<file path="config.mk">
export PLATFORM = sky130hd
export DESIGN_NAME = load_fetch_flat
export DESIGN_NICKNAME = d
export VERILOG_FILES = /design/src/rtl/load_fetch_pkg.sv /design/src/rtl/load_fetch_if.sv /design/src/rtl/load_fetch_align.sv /design/src/rtl/load_fetch.sv /design/src/flat_wrapper.sv
export SDC_FILE = /design/constraint.sdc
export NUM_CORES = 1
export LEC_CHECK = 0
export CELL_PAD_IN_SITES_DETAIL_PLACEMENT = 1
export CELL_PAD_IN_SITES_GLOBAL_PLACEMENT = 2
export CORE_ASPECT_RATIO = 0.5
export CORE_MARGIN = 3
export CORE_UTILIZATION = 29
export DETAILED_ROUTE_END_ITERATION = 10
export PLACE_DENSITY = 0.94
export RECOVER_POWER = 100
export SLEW_MARGIN = 5
export SYNTH_ARGS = -nofsm -noshare
export SYNTH_HDL_FRONTEND = slang
export SYNTH_SLANG_ARGS = --single-unit
</file>
<file path="constraint.sdc">
create_clock -name clk -period 5.38 [get_ports clk]
set_input_delay 1.076 -clock clk [delete_from_list [all_inputs] [get_ports clk]]
set_output_delay 1.076 -clock clk [all_outputs]
set_load 0.05 [all_outputs]
</file>
<file path="src/rtl/load_fetch_pkg.sv">
// Shared CPU load definitions: size encodings, exception causes, load FSM states
// and small helpers used by load_fetch and the downstream LoadMask.
package load_fetch_pkg;

    localparam logic [1:0] CT_WORD = 2'd0;
    localparam logic [1:0] CT_HALF = 2'd1;
    localparam logic [1:0] CT_BYTE = 2'd2;
    localparam logic [1:0] CT_RSVD = 2'd3;

    localparam logic CAUSE_MISALIGN = 1'b0;
    localparam logic CAUSE_TIMEOUT  = 1'b1;

    typedef enum logic [1:0] {
        ST_IDLE = 2'd0,
        ST_READ = 2'd1,
        ST_RESP = 2'd2,
        ST_ERR  = 2'd3
    } state_e;

    // Reserved size behaves as a word, so it shares the word alignment rule.
    function automatic logic is_misaligned(input logic [1:0] ct, input logic [1:0] addr_lo);
        logic result;
        case (ct)
            CT_BYTE: result = 1'b0;
            CT_HALF: result = addr_lo[0];
            default: result = (addr_lo != 2'd0);
        endcase
        return result;
    endfunction

    function automatic int cnt_width(input int timeout);
        int w;
        w = $clog2(timeout + 1);
        return (w > 4) ? w : 4;
    endfunction

endpackage

</file>
<file path="src/rtl/load_fetch_if.sv">
// Load request / memory read / result bus between the pipeline, memory and load_fetch.
interface load_fetch_if;

    logic        LOAD_REQ;
    logic [31:0] ADDR;
    logic [1:0]  CT;
    logic        MEM_RD;
    logic [31:0] MEM_ADDR;
    logic [31:0] MEM_DATA;
    logic        MEM_RDY;
    logic [31:0] MR;
    logic [1:0]  CT_OUT;
    logic        DONE;
    logic        BUSY;
    logic        EXC;
    logic        EXC_CAUSE;

    modport master (
        output LOAD_REQ, ADDR, CT, MEM_DATA, MEM_RDY,
        input  MEM_RD, MEM_ADDR, MR, CT_OUT, DONE, BUSY, EXC, EXC_CAUSE
    );

    modport slave (
        input  LOAD_REQ, ADDR, CT, MEM_DATA, MEM_RDY,
        output MEM_RD, MEM_ADDR, MR, CT_OUT, DONE, BUSY, EXC, EXC_CAUSE
    );

endinterface

</file>
<file path="src/rtl/load_fetch_align.sv">
// load_align: right-aligns the addressed byte/halfword of a memory word; upper bits
// are zero-filled because sign extension happens later in LoadMask.
module load_align
    import load_fetch_pkg::*;
(
    input  logic [31:0] data,
    input  logic [1:0]  ct,
    input  logic [1:0]  addr_lo,
    output logic [31:0] aligned
);

    // Shift selection by load size; halfword ignores addr_lo[0].
    always_comb begin
        aligned = data;
        case (ct)
            CT_BYTE: aligned = data >> {addr_lo, 3'b000};
            CT_HALF: aligned = data >> {addr_lo[1], 4'b0000};
            CT_WORD: aligned = data;
            CT_RSVD: aligned = data;
            default: aligned = data;
        endcase
    end

endmodule

</file>
<file path="src/rtl/load_fetch.sv">
// load_fetch: load FSM issuing one aligned memory read per request, with timeout.
// Optional build macro MISALIGN_EXC_EN raises a misalignment exception instead of reading.
module load_fetch
    import load_fetch_pkg::*;
#(
    parameter int MEM_TIMEOUT = 15
)(
    input  logic         clk,
    input  logic         reset,
    load_fetch_if.slave  bus
);

    localparam int CW = cnt_width(MEM_TIMEOUT);
    localparam logic [CW-1:0] TIMEOUT_VAL = CW'(MEM_TIMEOUT);
    localparam logic [CW-1:0] CNT_ONE     = CW'(1);

    state_e       state_r;
    logic [CW-1:0] cnt_r;
    logic [1:0]   ct_r;
    logic [1:0]   addr_lo_r;
    logic [31:0]  mem_addr_r;
    logic         mem_rd_r;
    logic [31:0]  mr_r;
    logic [1:0]   ct_out_r;
    logic         done_r;
    logic         busy_r;
    logic         exc_r;
    logic         exc_cause_r;

    logic [31:0]  aligned_s;
    logic [CW-1:0] cnt_next_s;
    logic         timeout_s;
    logic         misalign_s;

    load_align u_align (
        .data    (bus.MEM_DATA),
        .ct      (ct_r),
        .addr_lo (addr_lo_r),
        .aligned (aligned_s)
    );

    // Timeout and alignment decisions for the FSM.
    always_comb begin
        cnt_next_s = cnt_r + CNT_ONE;
        timeout_s  = (cnt_next_s >= TIMEOUT_VAL);
`ifdef MISALIGN_EXC_EN
        misalign_s = is_misaligned(bus.CT, bus.ADDR[1:0]);
`else
        misalign_s = 1'b0;
`endif
    end

    // Load FSM with all outputs registered; DONE/EXC default low so each is a single pulse.
    always_ff @(posedge clk or negedge reset) begin
        if (!reset) begin
            state_r     <= ST_IDLE;
            cnt_r       <= '0;
            ct_r        <= CT_WORD;
            addr_lo_r   <= 2'd0;
            mem_addr_r  <= 32'd0;
            mem_rd_r    <= 1'b0;
            mr_r        <= 32'd0;
            ct_out_r    <= 2'd0;
            done_r      <= 1'b0;
            busy_r      <= 1'b0;
            exc_r       <= 1'b0;
            exc_cause_r <= 1'b0;
        end else begin
            done_r      <= 1'b0;
            exc_r       <= 1'b0;
            exc_cause_r <= 1'b0;
            case (state_r)
                ST_IDLE: begin
                    if (bus.LOAD_REQ) begin
                        ct_r       <= bus.CT;
                        addr_lo_r  <= bus.ADDR[1:0];
                        mem_addr_r <= {bus.ADDR[31:2], 2'b00};
                        busy_r     <= 1'b1;
                        cnt_r      <= '0;
                        if (misalign_s) begin
                            state_r     <= ST_ERR;
                            mem_rd_r    <= 1'b0;
                            exc_r       <= 1'b1;
                            exc_cause_r <= CAUSE_MISALIGN;
                        end else begin
                            state_r  <= ST_READ;
                            mem_rd_r <= 1'b1;
                        end
                    end else begin
                        mem_rd_r <= 1'b0;
                        busy_r   <= 1'b0;
                    end
                end
                ST_READ: begin
                    // Data arriving on the timeout edge still completes the load.
                    if (bus.MEM_RDY) begin
                        mr_r     <= aligned_s;
                        ct_out_r <= ct_r;
                        done_r   <= 1'b1;
                        mem_rd_r <= 1'b0;
                        cnt_r    <= '0;
                        state_r  <= ST_RESP;
                    end else if (timeout_s) begin
                        exc_r       <= 1'b1;
                        exc_cause_r <= CAUSE_TIMEOUT;
                        mem_rd_r    <= 1'b0;
                        cnt_r       <= '0;
                        state_r     <= ST_ERR;
                    end else begin
                        cnt_r <= cnt_next_s;
                    end
                end
                ST_RESP: begin
                    busy_r  <= 1'b0;
                    state_r <= ST_IDLE;
                end
                ST_ERR: begin
                    busy_r  <= 1'b0;
                    state_r <= ST_IDLE;
                end
                default: begin
                    mem_rd_r <= 1'b0;
                    busy_r   <= 1'b0;
                    cnt_r    <= '0;
                    state_r  <= ST_IDLE;
                end
            endcase
        end
    end

    assign bus.MEM_RD    = mem_rd_r;
    assign bus.MEM_ADDR  = mem_addr_r;
    assign bus.MR        = mr_r;
    assign bus.CT_OUT    = ct_out_r;
    assign bus.DONE      = done_r;
    assign bus.BUSY      = busy_r;
    assign bus.EXC       = exc_r;
    assign bus.EXC_CAUSE = exc_cause_r;

endmodule

</file>
<file path="src/flat_wrapper.sv">
// flat-port wrapper written by rule: the top's interface ports become plain ports
module load_fetch_flat import load_fetch_pkg::*;
#(
    parameter int MEM_TIMEOUT = 15
)
  (clk, reset, bus_LOAD_REQ, bus_ADDR, bus_CT, bus_MEM_DATA, bus_MEM_RDY, bus_MEM_RD, bus_MEM_ADDR, bus_MR, bus_CT_OUT, bus_DONE, bus_BUSY, bus_EXC, bus_EXC_CAUSE);
  load_fetch_if bus_i ();
  input  logic clk;
  input  logic reset;
  input wire logic [$bits(bus_i.LOAD_REQ)-1:0] bus_LOAD_REQ;
  input wire logic [$bits(bus_i.ADDR)-1:0] bus_ADDR;
  input wire logic [$bits(bus_i.CT)-1:0] bus_CT;
  input wire logic [$bits(bus_i.MEM_DATA)-1:0] bus_MEM_DATA;
  input wire logic [$bits(bus_i.MEM_RDY)-1:0] bus_MEM_RDY;
  output wire logic [$bits(bus_i.MEM_RD)-1:0] bus_MEM_RD;
  output wire logic [$bits(bus_i.MEM_ADDR)-1:0] bus_MEM_ADDR;
  output wire logic [$bits(bus_i.MR)-1:0] bus_MR;
  output wire logic [$bits(bus_i.CT_OUT)-1:0] bus_CT_OUT;
  output wire logic [$bits(bus_i.DONE)-1:0] bus_DONE;
  output wire logic [$bits(bus_i.BUSY)-1:0] bus_BUSY;
  output wire logic [$bits(bus_i.EXC)-1:0] bus_EXC;
  output wire logic [$bits(bus_i.EXC_CAUSE)-1:0] bus_EXC_CAUSE;
  assign bus_i.LOAD_REQ = bus_LOAD_REQ;
  assign bus_i.ADDR = bus_ADDR;
  assign bus_i.CT = bus_CT;
  assign bus_i.MEM_DATA = bus_MEM_DATA;
  assign bus_i.MEM_RDY = bus_MEM_RDY;
  assign bus_MEM_RD = bus_i.MEM_RD;
  assign bus_MEM_ADDR = bus_i.MEM_ADDR;
  assign bus_MR = bus_i.MR;
  assign bus_CT_OUT = bus_i.CT_OUT;
  assign bus_DONE = bus_i.DONE;
  assign bus_BUSY = bus_i.BUSY;
  assign bus_EXC = bus_i.EXC;
  assign bus_EXC_CAUSE = bus_i.EXC_CAUSE;
  load_fetch #(.MEM_TIMEOUT(MEM_TIMEOUT)) u_core (.clk(clk), .reset(reset), .bus(bus_i));
endmodule
</file>
== Word-level counts from Yosys, hierarchy flattened ==
Cells that the tools add are included.

* Register bits after elaboration: 78
* Bits of input ports: 70
* Logic and storage cells: 53

* Add/sub/neg operators: 1
* Magnitude comparators: 1
* Equal/unequal tests: 8
* Shifts and indexed selects: 2
* Mux-type cells: 19
* Reductions and logical operators: 11

{| class="wikitable"
|+ Operators by type and width
! cell !! count
|-
| 32-bit one-hot mux with 3 select lines || 1
|-
| 32-bit by 5-bit right shift with 32-bit output || 2
|-
| 4-bit two-way mux || 3
|-
| 2-bit AND reduction || 5
|-
| 2-bit equality test (second input constant) || 4
|-
| 1-bit two-way mux || 8
|-
| 4-bit one-hot mux with 2 select lines || 1
|-
| 2-bit two-way mux || 3
|-
| 2-bit one-hot mux with 3 select lines || 1
|-
| 4-bit by 1-bit adder with 4-bit output (second input constant) || 1
|-
| 2-bit by 1-bit equality test with 1-bit output (second input constant) || 2
|-
| 4-bit greater-or-equal comparator (second input constant) || 1
|-
| 2-bit zero test || 2
|-
| 1-bit one-hot mux with 2 select lines || 2
|-
| 2-bit nonzero test || 2
|-
| 2-bit OR reduction || 2
|-
| 3-bit by 2-bit inequality test with 1-bit output (second input constant) || 1
|-
| 2-bit inequality test (second input constant) || 1
|}

== Longest topological paths before layout ==
* Depth after elaboration: 5
* Gate-level depth with buffers: 9
* Gate-level depth less buffers: 6

== By module ==
A second synthesis with hierarchy kept.

* Cells, all modules: 322
* Area, all modules: 3848.7 µm²

{| class="wikitable"
|+ Modules (own cells, without submodules)
! module !! times used !! cells an instance !! area an instance (µm²) !! sequential area each (µm²)
|-
| load_fetch || 1 || 196 || 3015.4 || 1951.9
|-
| load_align || 1 || 126 || 833.3 || 0.0
|}

== Least setup slack after synthesis ==
Ideal clock, no wire load.

* Kind: input port to flip-flop
* Start point: in bus_LOAD_REQ
* End point: reg u_core.mem_addr_r[14], in the netlist u_core.bus.MEM_ADDR[14]
* Library setup time: 0.125 ns
* Data arrival time: 2.003 ns
* Required time: 5.255 ns
* Path slack: 3.253 ns
* Stages on the path: 4
* Buffers on the path: 2
* Cells stage by stage: nor3b_2 > buf_2 > buf_2 > mux2_2

* Cells in the longest elaborated chain, start to end: 1

{| class="wikitable"
|+ RTL lines
! item !! RTL line !! RTL
|-
| start, declared || flat_wrapper.sv:10 || <nowiki>input wire logic [$bits(bus_i.LOAD_REQ)-1:0] bus_LOAD_REQ;</nowiki>
|-
| 2-bit AND reduction (no line) || -- ||
|-
| end signal, assigned || load_fetch.sv:77 || <nowiki>mem_addr_r <= {bus.ADDR[31:2], 2'b00};</nowiki>
|-
| end, declared || load_fetch.sv:21 || <nowiki>logic [31:0] mem_addr_r;</nowiki>
|}

No other way between the ends.
A chain may end at the register's enable or synchronous reset.

== Worst setup path after layout ==
* Start point: in bus_MEM_RDY
* End point: reg u_core.mr_r[2], in the netlist u_core.bus.MR[2]

* Cells in the longest elaborated chain, start to end: 1

{| class="wikitable"
|+ RTL lines
! item !! RTL line !! RTL
|-
| start, declared || flat_wrapper.sv:14 || <nowiki>input wire logic [$bits(bus_i.MEM_RDY)-1:0] bus_MEM_RDY;</nowiki>
|-
| 2-bit AND reduction (no line) || -- ||
|-
| end signal, assigned || load_fetch.sv:97 || <nowiki>mr_r <= aligned_s;</nowiki>
|-
| end, declared || load_fetch.sv:23 || <nowiki>logic [31:0] mr_r;</nowiki>
|}

No other way between the ends.

==> flow_summary.toml <==
[global_routing]
grt.total_usage_pct = 16.95
met3_usage_pct = 4.438
antenna_found_initial = 0
grt_util_met2_pct = 29.15
grt_max_degree = 79
grt_pass1_vias = 3264
gr-total-overflow = 0
grt_pass1_wl_um = 18370
top_usage_layer = "met2"
met1_usage_pct = 21.27

[sta]
fin_hold_ws_ns = 0.4867
setup_viol = 0
worst_slew_pin_slew_ns = 1.999
rsz0062_at_grt = "false"
totalNegativeSetupSlack_ns = 0
fin_skew_ns = 0.005429
hold_viol_final = 0
clock.fmax_mhz = 238.6
fin_crit_ns = 4.191
drv_slew = 119
fin_crit_sh_pct = 77.91
maxSlewHeadroom_pct = -33.25

[placement]
hpwlAfterDp_um = 8680
gp_congestion = 0.7538
port_buffers = 138

[power_and_ir_drop]
p_per_area_nw_per_um2 = 721.4
ir_drop_uv = 312.1
leakagePower_uw = 0.002148

[drt]
wl_per_cell_um = 19.31
wl_um = 11680
dr_total_vias = 3022
routed_via_density = 4.995
first_pass_iters = 4
drt_iter0_drc = 215
ant_nets = 0
drc = 0

[hold_path]
holdPathStages = 1
hold_path_class = "register to register"

[yosys]
synth_edf_count = 0
syn-instance-count = 310
synth.area.top_cells = "dfrtp_1 (53%), mux2_2 (10%), o21a_1 (3.5%), a22oi_1 (2.9%), o221a_2 (2.1%)"
yosysWarnings = 0
yosys_most_used_dff = "dfrtp_1"
synth_top_area_share_pct = 52.95
synth_area_um2 = 3686
ys_types = 47
syn_avg_cell_area_um2 = 11.89
yosysTopAreaCell = "dfrtp_1"
synth-seq-cells = 78
synthArstFlopShare_pct = 100.0
yosys.cell_count.top_type = "dfrtp_1"
synthTopCellsByCount = "dfrtp_1 (78), mux2_2 (33), o21a_1 (17), a22oi_1 (14)"
yosysSeqAreaShare_pct = 52.95

[die]
ios = 141
coreArea_um2 = 12120
die_x_um = 165.4
initial_utilization_pct = 30.41
die_area_um2 = 14180
die_y_um = 85.72
fp-row-count = 28

[clocking]
ctsResizeCount = 0
clk_pin_slew_ns = 0.06
clk_latency_ns = 0.33
cts_made_buffers = 9
hold_buffers = 0
cts_root_buffer = "clkbuf_16"
clock_path_buffers = 2
clock-sinks = 78
post_cts_buffers = 0
htreeDepth = 3
cts_tree = "built"

[run]
drv_cap = 2

[setup_path]
crit_arrival_ns = 4.41
cp_max_fo = 36
endpoint_kind = "register"
required_ns = 5.59
reg2reg_depth = 4
crit_type = "input pin to register"
start_kind = "input pin"

[layout]
area_growth_pct = 46.57
diodes = 0
finalNetCount = 509
drive_gt1_share_pct = 15.45
nFillCells = 1344

[status]
status = "finished with violations"
violations = "capacitance limit, slew limit"
[path summary, 6_finish.rpt]
| kind | startpoint | endpoint | slack, ns |
|---|---|---|---|
| min | u_core.bus.MR[12] | u_core.bus.MR[12] | 0.49 |
| max | bus_MEM_RDY | u_core.bus.MR[2] | 1.19 |
| max in group asynchronous | reset | u_core.bus.MR[18] | 2.92 |
| max reg2reg | u_core.state_r[1] | u_core.bus.MR[2] | 2.02 |
| min in group asynchronous | reset | u_core.bus.MR[10] | 1.26 |
| min reg2reg | u_core.bus.MR[12] | u_core.bus.MR[12] | 0.49 |
[layout make-up]
class | instances | area [um^2] | share of cell area, %
Inverter | 7 | 26.28 | 0.4863
Clock buffer | 11 | 242.7 | 4.493
Sequential cell | 78 | 1952 | 36.13
Multi-Input combinational cell | 201 | 1548 | 28.65
Clock inverter | 4 | 47.55 | 0.8800
Timing Repair Buffer | 139 | 1380 | 25.54
Tap cell | 165 | 206.4 | 3.821
[power by group]
group	internal, uW	leakage (uW)	switching, uW
Combinational	764	0.00108	1480
Clock	368	0.000141	234
Sequential	861	0.000926	192
[kinds of logic after synthesis]
family	share of synthesized area (%)
xor gates and xnor gates	0.2377
muxes	10.08
adders and majority gates	1.018
AOI/OAI and AO/OA	22.78
other	0.1017
buffers and inverters	4.582
DFF	52.95
and+or+nand+nor	8.249
[worst max-delay path, cell delays in order]
cell and delay, ns:
dlygate4sd3_1 0.58, nand3b_1 0.62, inv_1 1.11, o21ai_0 0.60, o221a_2 0.40
[through the flow]
step	setup WS [ns]	cells	instance area, um^2	total power [uW]	utilization (%)
2_1_floorplan	3.253	311	3690	2664	-
6_report	1.189	605	5403	3898	44.57
4_1_cts	2.017	605	5436	4041	44.85
5_1_grt	0.9081	605	5403	4095	44.57
3_5_place_dp	1.655	590	5146	3419	42.45
3_3_place_gp	1.776	590	5146	3375	42.45
[placed cells by master, fill, tap and decap left out, types with 2 or more instances in the layout]
master	count
dfrtp_1	78
dlygate4sd3_1	71
clkdlybuf4s50_1	66
mux2_2	33
o21a_1	17
o21ai_0	15
a22oi_1	14
a21oi_1	12
nand2_1	11
o211ai_1	10
o21ai_1	9
clkbuf_16	9
a22o_1	8
a32oi_1	8
nor2_1	7
and3b_2	7
a211oi_1	7
nor3_1	7
o221a_2	7
inv_1	6
nand3_1	3
ha_1	3
o31ai_1	2
and3_1	2
a22oi_2	2
nor2b_1	2
conb_1	2
clkbuf_1	2
clkinv_2	2
[metal layers]
metal / part of all wire, % / routed length, um / vias to the layer above
li1: - / - / 1406
met3: 5.1 / 592 / 11
met5: 0 / 0 / -
met2: 52 / 6072 / 82
met1: 42 / 4883 / 1523
met4: 1.2 / 135 / 0
[flip-flops by register name, summed over array words and instances, names as in the netlist, 2 cells and up]
signal / count
u_core.state_r: 2
u_core.ct_r: 2
u_core.bus.MR: 32
u_core.addr_lo_r: 2
u_core.bus.MEM_ADDR: 30
u_core.bus.CT_OUT: 2
u_core.cnt_r: 4
Note: power is estimated with default switching activity, not from simulation.
